==> src/rtl/pkt_mux_nto1.sv <==
// ---------------------------------------------------------------------------
// pkt_mux_nto1 -- N-to-1 wormhole packet multiplexer (NoC router output stage)
//
// A HEAD flit on any input claims the output; the owning port keeps the lock
// until its TAIL flit has been accepted. The output stage is a single
// registered slot with valid/ready backpressure.
//
// Handshake: a flit moves across an interface on a rising edge where both
// valid and ready are high. Valid never depends on ready. The output slot can
// take a new flit whenever it is empty or is being drained in the same cycle
// (slot_free = ~ovalid | oready).
//
// Ports:
//   clk, rst       clock, synchronous active-high reset
//   idata          NPORT flits, port p at [p*DATAW +: DATAW];
//                  flit type in the top two bits (00 NONE, 01 HEAD,
//                  10 DATA, 11 TAIL)
//   ivalid, ivch   per-port flit valid and virtual-channel id
//   iready         per-port accept (combinational)
//   odata, ovalid, ovch   registered output flit, valid and VC id
//   oready         downstream accept
//   grant          one-hot owner of the current packet, 0 when idle
//   busy           high while a packet holds the lock (state LOCKED)
//
// Optional build macro PKT_MUX_FLIT_CNT_EN adds:
//   flit_cnt [31:0]  output transfers, wraps at 2^32
//   pkt_cnt  [15:0]  output transfers of TAIL flits, wraps at 2^16
// ---------------------------------------------------------------------------
module pkt_mux_nto1 #(
    parameter int NPORT    = 4,
    parameter int DATAW    = 66,
    parameter int VCHW     = 2,
    parameter int ARB_MODE = 0
) (
    input  logic                   clk,
    input  logic                   rst,
    input  logic [NPORT*DATAW-1:0] idata,
    input  logic [NPORT-1:0]       ivalid,
    input  logic [NPORT*VCHW-1:0]  ivch,
    output logic [NPORT-1:0]       iready,
    output logic [DATAW-1:0]       odata,
    output logic                   ovalid,
    output logic [VCHW-1:0]        ovch,
    input  logic                   oready,
    output logic [NPORT-1:0]       grant,
    output logic                   busy
`ifdef PKT_MUX_FLIT_CNT_EN
    ,
    output logic [31:0]            flit_cnt,
    output logic [15:0]            pkt_cnt
`endif
);

    localparam int PW = (NPORT > 1) ? $clog2(NPORT) : 1;
    localparam logic [1:0] FT_HEAD = 2'b01;
    localparam logic [1:0] FT_TAIL = 2'b11;

    typedef enum logic {
        ST_IDLE   = 1'b0,
        ST_LOCKED = 1'b1
    } state_t;

    state_t           state_q, state_d;
    logic [NPORT-1:0] grant_q, grant_d;
    logic [PW-1:0]    gidx_q, gidx_d;
    logic [PW-1:0]    rr_ptr_q, rr_ptr_d;
    logic [DATAW-1:0] odata_q, odata_d;
    logic             ovalid_q, ovalid_d;
    logic [VCHW-1:0]  ovch_q, ovch_d;

    logic             slot_free;
    logic [NPORT-1:0] cand;
    logic             win_found;
    logic [PW-1:0]    win_idx;
    logic [PW-1:0]    arb_base;
    logic [PW-1:0]    sel_idx;
    logic [NPORT-1:0] iready_c;
    logic             in_xfer;
    logic [DATAW-1:0] sel_data;
    logic [VCHW-1:0]  sel_vch;
    logic [1:0]       sel_type;

    // First candidate at or after 'base', wrapping past NPORT-1 to 0.
    // Scanning offsets downward lets the smallest offset win by overwrite.
    function automatic logic [PW:0] pick(input logic [NPORT-1:0] c,
                                         input logic [PW-1:0]    base);
        logic [PW:0] r;
        int          j;
        r = '0;
        for (int i = NPORT - 1; i >= 0; i--) begin
            j = (int'(base) + i) % NPORT;
            if (c[j]) r = {1'b1, j[PW-1:0]};
        end
        return r;
    endfunction

    always_comb begin
        slot_free = ~ovalid_q | oready;
        // Fixed priority is round-robin with the search base pinned at 0.
        arb_base  = (ARB_MODE == 1) ? '0 : rr_ptr_q;

        cand = '0;
        for (int p = 0; p < NPORT; p++) begin
            cand[p] = ivalid[p] & (idata[p*DATAW + DATAW - 2 +: 2] == FT_HEAD);
        end
        {win_found, win_idx} = pick(cand, arb_base);

        // Only one port can ever see iready: the arbitration winner while
        // idle, or the lock owner while locked.
        iready_c = '0;
        sel_idx  = gidx_q;
        if (state_q == ST_IDLE) begin
            sel_idx = win_idx;
            if (win_found && slot_free) iready_c[win_idx] = 1'b1;
        end else begin
            iready_c[gidx_q] = slot_free;
        end

        sel_data = idata[int'(sel_idx)*DATAW +: DATAW];
        sel_vch  = ivch[int'(sel_idx)*VCHW +: VCHW];
        sel_type = sel_data[DATAW-1 -: 2];
        in_xfer  = ivalid[sel_idx] & iready_c[sel_idx];

        state_d  = state_q;
        grant_d  = grant_q;
        gidx_d   = gidx_q;
        rr_ptr_d = rr_ptr_q;
        odata_d  = odata_q;
        ovch_d   = ovch_q;
        ovalid_d = ovalid_q;

        if (in_xfer) begin
            odata_d  = sel_data;
            ovch_d   = sel_vch;
            ovalid_d = 1'b1;
        end else if (oready) begin
            ovalid_d = 1'b0;
        end

        if (in_xfer) begin
            if (state_q == ST_IDLE) begin
                // Only HEAD flits are accepted while idle.
                state_d          = ST_LOCKED;
                gidx_d           = win_idx;
                grant_d          = '0;
                grant_d[win_idx] = 1'b1;
            end else if (sel_type == FT_TAIL) begin
                state_d  = ST_IDLE;
                grant_d  = '0;
                rr_ptr_d = (gidx_q == PW'(NPORT - 1)) ? '0 : gidx_q + 1'b1;
            end
        end
    end

    always_ff @(posedge clk) begin
        if (rst) begin
            state_q  <= ST_IDLE;
            grant_q  <= '0;
            gidx_q   <= '0;
            rr_ptr_q <= '0;
            odata_q  <= '0;
            ovalid_q <= 1'b0;
            ovch_q   <= '0;
        end else begin
            state_q  <= state_d;
            grant_q  <= grant_d;
            gidx_q   <= gidx_d;
            rr_ptr_q <= rr_ptr_d;
            odata_q  <= odata_d;
            ovalid_q <= ovalid_d;
            ovch_q   <= ovch_d;
        end
    end

    assign iready = iready_c;
    assign odata  = odata_q;
    assign ovalid = ovalid_q;
    assign ovch   = ovch_q;
    assign grant  = grant_q;
    assign busy   = (state_q == ST_LOCKED);

`ifdef PKT_MUX_FLIT_CNT_EN
    logic [31:0] flit_cnt_q, flit_cnt_d;
    logic [15:0] pkt_cnt_q, pkt_cnt_d;

    // Counts flits leaving the output register, so a flit is counted once
    // however long it is held by backpressure.
    always_comb begin
        flit_cnt_d = flit_cnt_q;
        pkt_cnt_d  = pkt_cnt_q;
        if (ovalid_q && oready) begin
            flit_cnt_d = flit_cnt_q + 32'd1;
            if (odata_q[DATAW-1 -: 2] == FT_TAIL) pkt_cnt_d = pkt_cnt_q + 16'd1;
        end
    end

    always_ff @(posedge clk) begin
        if (rst) begin
            flit_cnt_q <= '0;
            pkt_cnt_q  <= '0;
        end else begin
            flit_cnt_q <= flit_cnt_d;
            pkt_cnt_q  <= pkt_cnt_d;
        end
    end

    assign flit_cnt = flit_cnt_q;
    assign pkt_cnt  = pkt_cnt_q;
`endif

endmodule

==> config.mk <==
export PLATFORM = sky130hd
export DESIGN_NAME = pkt_mux_nto1
export DESIGN_NICKNAME = d
export VERILOG_FILES = /design/src/rtl/pkt_mux_nto1.sv
export SDC_FILE = /design/constraint.sdc
export NUM_CORES = 1
export LEC_CHECK = 0
export CORE_AREA = 2 2 138 140
export CTS_CLUSTER_DIAMETER = 60
export DETAILED_ROUTE_END_ITERATION = 6
export DIE_AREA = 0 0 140 142
export GPL_TIMING_DRIVEN = 0
export HOLD_SLACK_MARGIN = 0.1
export PLACE_DENSITY = 0.76
export SLEW_MARGIN = 20
export SYNTH_ARGS = -nofsm -noshare
export SYNTH_HDL_FRONTEND = slang
export SYNTH_SLANG_ARGS = --single-unit
==> constraint.sdc <==
create_clock -name clk -period 2.8 [get_ports clk]
set_input_delay 0.56 -clock clk [delete_from_list [all_inputs] [get_ports clk]]
set_output_delay 0.56 -clock clk [all_outputs]
set_load 0.01 [all_outputs]
* Yosys cells after proc, flatten, opt, wreduce, memory -nomap -nowiden
Index checks and enable logic that the tools add are counted.
** Word-level totals
- Bits in registers :: 78
- Input port bits :: 279
- Output and inout bits :: 78
- Logic and storage cells :: 83
** Operators by class
- Add/subtract/negate cells :: 4
- Multipliers :: 1
- $lt $le $gt $ge :: 9
- Equality and inequality tests :: 7
- Shift-type cells :: 2
- Muxes and demuxes :: 33
- Bitwise logic cells :: 11
- Reduce and logical (&&, ||, !) cells :: 9
** Operators by type and width (count)
- 264-bit by 10-bit variable part select with 66-bit output :: 1
- 4-bit two-way mux :: 4
- 1-bit two-way mux :: 15
- 1-bit binary-select mux with 2-bit select :: 6
- 2-bit by 3-bit less-than comparator with 1-bit output (second input constant) :: 4
- 3-bit by 4-bit less-than comparator with 1-bit output (second input constant) :: 3
- 3-bit two-way mux :: 4
- 2-bit by 1-bit == test with 1-bit output (second input constant) :: 4
- 2-bit by 6-bit multiplier with 8-bit output (second input constant) :: 1
- 8-bit by 4-bit variable part select with 2-bit output :: 1
- 2-bit OR reduction :: 3
- 1-bit AND :: 5
- 2-bit by 1-bit adder with 2-bit output (second input constant) :: 2
- 2-bit adder (second input constant) :: 2
- 4-bit AND :: 1
- 1-bit demux with 2-bit select :: 2
- 2-bit == test (second input constant) :: 2
- 2-bit by 1-bit greater-or-equal comparator with 1-bit output (second input constant) :: 2
- 2-bit two-way mux :: 2
- 1-bit AND (first input constant) :: 3
- 1-bit logical AND :: 3
- 3-bit AND reduction :: 1
- 2-bit by 1-bit inequality test with 1-bit output (second input constant) :: 1
- 2-bit AND reduction :: 1
- other kinds (3) :: 3

* Longest topological paths before layout
- Depth in word-level cells :: 20
- Gate-level depth with buffers :: 13
- Gate-level depth less buffers :: 8

* Worst setup path after synthesis
No wires, ideal clock.
- Kind :: input-to-reg
- From :: input port ivalid[2]
- To :: register odata_q[36] (netlist: odata[36])
- Library setup time :: 0.132 ns
- Arrival :: 2.520 ns
- Path slack :: 0.148 ns
- Cell stages on the path :: 11
- Cell sequence :: and3b_1 > nor3b_2 > or3_1 > a32o_1 > a22o_1 > nand2b_1 > buf_2 > buf_4 > buf_6 > nand3_1 > a21oi_1
** Between the ends
- Cells in the longest elaborated chain, start to end :: 17
** RTL lines
- start, declared :: RTL line 38 : input logic [NPORT-1:0] ivalid,
- 1-bit AND * :: RTL line 104 : cand[p] = ivalid[p] & (idata[p*DATAW + DATAW - 2 +: 2] == FT_HEAD);
- 1-bit binary-select mux with 2-bit select :: RTL line 92 : if (c[j]) r = {1'b1, j[PW-1:0]};
- 1-bit two-way mux (not written as such) (2 in a row) :: RTL line 92
- 3-bit two-way mux (3 in a row) :: RTL line 92
- 3-bit two-way mux * :: RTL line 92
- 2-bit by 3-bit less-than comparator with 1-bit output (not written as such) / 2-bit by 1-bit greater-or-equal comparator with 1-bit output (equally long branches) :: RTL line 114 : if (win_found && slot_free) iready_c[win_idx] = 1'b1;
- 1-bit logical AND (not written as such) :: RTL line 114
- 1-bit two-way mux (not written as such) :: RTL line 114
- 1-bit demux with 2-bit select :: RTL line 114
- 4-bit two-way mux * :: RTL line 114
- 4-bit two-way mux * :: RTL line 112 : if (state_q == ST_IDLE) begin
- net iready[0] :: RTL line 40 : output logic [NPORT-1:0] iready,
- 1-bit binary-select mux with 2-bit select * :: RTL line 122 : in_xfer = ivalid[sel_idx] & iready_c[sel_idx];
- 1-bit two-way mux (not written as such) * :: RTL line 122
- 1-bit AND * :: RTL line 122
- end signal, assigned :: RTL line 169 : odata_q <= odata_d;
- end, declared :: RTL line 67 : logic [DATAW-1:0] odata_q, odata_d;
The timed path passes the listed nets; every way through them passes the cells marked *. The select of a mux whose other input is x is not followed.
A chain may end at the register's enable or synchronous reset.

* Worst setup path after layout
- From :: input port idata[263]
- To :: register odata_q[49] (netlist: odata[49])
** Between the ends
- Cells in the longest elaborated chain, start to end :: 18
** RTL lines
- start, declared :: RTL line 37 : input logic [NPORT*DATAW-1:0] idata,
- parallel branches: the longest is 18 deep, another holds 2-bit by 6-bit multiplier with 8-bit output
Several ways; the timed one is not identified. The select of a mux whose other input is x is not followed.

==> run summary <==
outcome = complete, but fails checks
violations in the final reports = DRC
layout cells sized above 1 = 9.93%
die area = 0.0199 sq mm
slew at the pin with the worst max-slew slack = 778 ps
share of the synthesized area in the top cell type = 30.6%
Hold/Removal Path Class = flip-flop to flip-flop
path type of the worst setup path = primary input to flip-flop
Routed WL per cell = 17.6 um
Distinct cells, synth = 42
Die Y = 142 um
number of violations reported at the end of detailed-routing iteration 0 = 439
combinational family with the most area after synthesis = simple AND/OR/NAND/NOR gates
final routed DRC violation total = 27
compound-cell area share of the yosys netlist = 11.1%
Worst EP arrival = 2950 ps
cell with the largest stage delay on the worst path = sky130_fd_sc_hd__o41a_1
count of nets after finishing = 1498
antenna-violating nets left = 0
sequential cell area fraction in the yosys report = 30.6%
clock transition at the registers of the reported paths = 60 ps
count of final max-slew check failures = 0
pin count of the biggest net entering global routing = 13
initial cell density of the core = 27.6%
TritonCTS clock tree = done
peak fanout along the critical path = 10
unrepaired setup endpoints after global routing = yes
Post-Place Cell Area = 0.00895 sq mm
total global routing track utilization = 24.4%
Peak VDD IR = 321 uV
max-cap violation count = 0
Synthesized Nets = 1113
number of CTS-inserted buffers = 9
dpl ws = -1290 ps
1st-pass router iterations = 7
buffer type at the clock tree root = sky130_fd_sc_hd__clkbuf_16
achievable clock frequency = 364 MHz
number of synthesized flops with an enable pin = 0
Synth Flop Type = sky130_fd_sc_hd__dfxtp_1
longest individual stage delay on the worst path = 340 ps
site row count = 50
leakage power of the design = 3.85 nW
total non-filler cell area in the finished layout = 0.00972 sq mm
simple-gate portion of the synthesized area = 49.1%
final wirelength = 25600 um
Final Skew = 9.82 ps
fraction of synthesis flops using an asynchronous set or reset pin = 0%
average vias per placed instance = 4.98
overall via count from detail_route = 7236
count of state elements after synthesis = 78
area added between synthesis and finish = 90.6%
worst-case clock buffer depth = 2
Worst Setup Start Kind = primary input
# setup viols final = 0
maximum level of the CTS H-tree = 3
count of buffers inserted at the top-level ports = 356
vias in the first global route = 7160
arithmetic-cell share of the synthesized area counting full adders, half adders and majority gates = 0.982%
clock net sink count = 78
Antenna Cells = 0
first-pass GRT wire length = 38000 um
synthesized instance count = 830
setup slack of the critical path after layout = 50.3 ps
final RePlAce weighted congestion = 0.916
number of hold violations in the final report = 0
post-layout min period = 2750 ps
Synth warnings = 0
die width = 140 um
post-DP HPWL = 19500 um
share of the clock period used by the worst path = 98.2%
required time of the worst setup path = 3000 ps
Skew-Pair Late Insertion Delay = 340 ps
cell types occupying the most area after synthesis = sky130_fd_sc_hd__dfxtp_1 31%, sky130_fd_sc_hd__nand2_1 25%, sky130_fd_sc_hd__nand3_1 19%
element type at the critical path end = flip-flop
initial antenna violation count = 0
Max transition margin = 48.1%
portion of netlist area occupied by mux cells = 1.42%
num ports = 357
XOR/XNOR Fraction of Synth Area = 0%
netlist area before placement = 0.00510 sq mm
total congestion overflow = 0
mean post-synth cell area = 6.14 sq um
post-synth top area cell = sky130_fd_sc_hd__dfxtp_1
crit-path cells = dlygate4sd2_1 > and3b_2 > buf_12 > a21oi_4 > o41a_1 > buf_6 > and3_1 > a22o_1 > nand2b_4 > buf_12 > buf_6 > nand3_1 > a21oi_1
area of the core = 0.0185 sq mm
total power divided by cell area = 447 mW/mm^2
## final cells by class
class / count / area, sq um
plain buffers: 68 / 430
clock buffers: 12 / 256
clock inverters: 3 / 43.8
fillers: 1832 / 8740
inverters: 4 / 15.0
multi-input cells: 677 / 3370
flip-flops and latches: 78 / 1560
well taps: 234 / 293
repair buffers: 377 / 3740
## synthesized netlist by cell type (4+ instances only)
library cell               number
sky130_fd_sc_hd__a32o_1         8
sky130_fd_sc_hd__nor3_1         6
sky130_fd_sc_hd__clkbuf_1      51
sky130_fd_sc_hd__nor2_1         6
sky130_fd_sc_hd__nand2_1      335
sky130_fd_sc_hd__buf_4         10
sky130_fd_sc_hd__buf_2          7
sky130_fd_sc_hd__and3_1         4
sky130_fd_sc_hd__dfxtp_1       78
sky130_fd_sc_hd__mux2i_1        5
sky130_fd_sc_hd__inv_1          4
sky130_fd_sc_hd__a21oi_1       71
sky130_fd_sc_hd__nand3_1      198
sky130_fd_sc_hd__and3b_1        4
sky130_fd_sc_hd__nand2b_1       4
sky130_fd_sc_hd__ha_1           4
## critical path: cells and delay by family
kind	cells	cell delay, ps
and+or+nand+nor	4	810
AOI/OAI and AO/OA	4	720
buffers and inverters	5	840
## cells by family (layout without fill, tap and decap cells)
logic type               count (synthesis)  after routing
flip-flops                              78             78
AND/OR/NAND/NOR                        572            572
adder cells (fa/ha/maj)                  4              4
AO/OA/AOI/OAI                           94             94
buffers and inverters                   75            464
multiplexers                             7              7
## routing by layer
layer  GRT usage (%)  vias up  part of all wire [%]
li1                -     3571                     -
met4            10.5        0                   3.4
met2            43.7      326                    49
met1            28.3     3285                    40
met5               0        -                     0
met3            5.25       54                   7.6
## cells in the final DEF (no fill, tap or decap), types with 2 or more instances in the layout
master                            count
sky130_fd_sc_hd__dfxtp_1             78
sky130_fd_sc_hd__buf_2                5
sky130_fd_sc_hd__nor2_2               2
sky130_fd_sc_hd__nor2_1               4
sky130_fd_sc_hd__clkdlybuf4s50_1    340
sky130_fd_sc_hd__dlygate4sd2_1        2
sky130_fd_sc_hd__a211oi_1             2
sky130_fd_sc_hd__inv_1                4
sky130_fd_sc_hd__a32o_1               4
sky130_fd_sc_hd__clkbuf_2            27
sky130_fd_sc_hd__a21oi_1             64
sky130_fd_sc_hd__clkbuf_8             2
sky130_fd_sc_hd__a21oi_2              6
sky130_fd_sc_hd__mux2_2               2
sky130_fd_sc_hd__and3_4               2
sky130_fd_sc_hd__and3_1               2
sky130_fd_sc_hd__clkbuf_1            29
sky130_fd_sc_hd__clkbuf_16           12
sky130_fd_sc_hd__mux2i_1              5
sky130_fd_sc_hd__and3b_2              3
sky130_fd_sc_hd__ha_1                 4
sky130_fd_sc_hd__nand4b_1             3
sky130_fd_sc_hd__clkbuf_4             3
sky130_fd_sc_hd__nand2_1            334
sky130_fd_sc_hd__nor3_1               4
sky130_fd_sc_hd__nand3_1            198
sky130_fd_sc_hd__buf_6                7
sky130_fd_sc_hd__buf_8                3
sky130_fd_sc_hd__nand2b_1             3
sky130_fd_sc_hd__a32o_2               4
sky130_fd_sc_hd__buf_12               4
sky130_fd_sc_hd__clkdlybuf4s15_1      4
sky130_fd_sc_hd__buf_4               18
sky130_fd_sc_hd__nor2b_1              2
## state kept, by name, summed over array words and instances (netlist names)
| signal | flops |
|---|---|
| odata | 66 |
| grant | 4 |
| arb_base | 2 |
| gidx_q | 2 |
| ovch | 2 |
| busy | 1 |
| ovalid | 1 |
## through the flow
stage	power (mW)	TNS [ps]	std cells	hold slack (ps)	utilization (%)
floorplan	2.09	0	830	476	-
global placement	2.99	-77490	1420	437	48.5
detailed placement	3.01	-80480	1420	442	48.5
CTS	4.30	0	1449	451	51.6
global route	4.58	-123	1453	460	52.6
finish	4.34	0	1453	447	52.6
## worst paths after layout
kind	startpoint	to	slack, ps	cells past startpoint
worst max register to register	arb_base[1]$_SDFFE_PP0P_	odata[16]$_SDFFE_PP0P_	140	12
worst min register to register	odata[18]$_SDFFE_PP0P_	odata[18]$_SDFFE_PP0P_	450	2
worst min-delay path	odata[18]$_SDFFE_PP0P_	odata[18]$_SDFFE_PP0P_	450	2
worst max-delay path	idata[263]	odata[49]$_SDFFE_PP0P_	50	13
## where the power goes
part | total (mW) | leakage (nW) | internal [mW] | switching, mW
Combinational | 1.86 | 3.07 | 0.932 | 0.930
Clock | 1.21 | 0.149 | 0.735 | 0.479
Sequential | 1.27 | 0.633 | 1.21 | 0.0551
## what timing repair did
action,in CTS,in global routing
hold buffers,0,0
buffers inserted,16,2
setup endpoints to repair,81,81
gates cloned,0,3
gates resized for setup,71,69
pin swaps,12,14
Note: power is estimated with default switching activity, not from simulation.
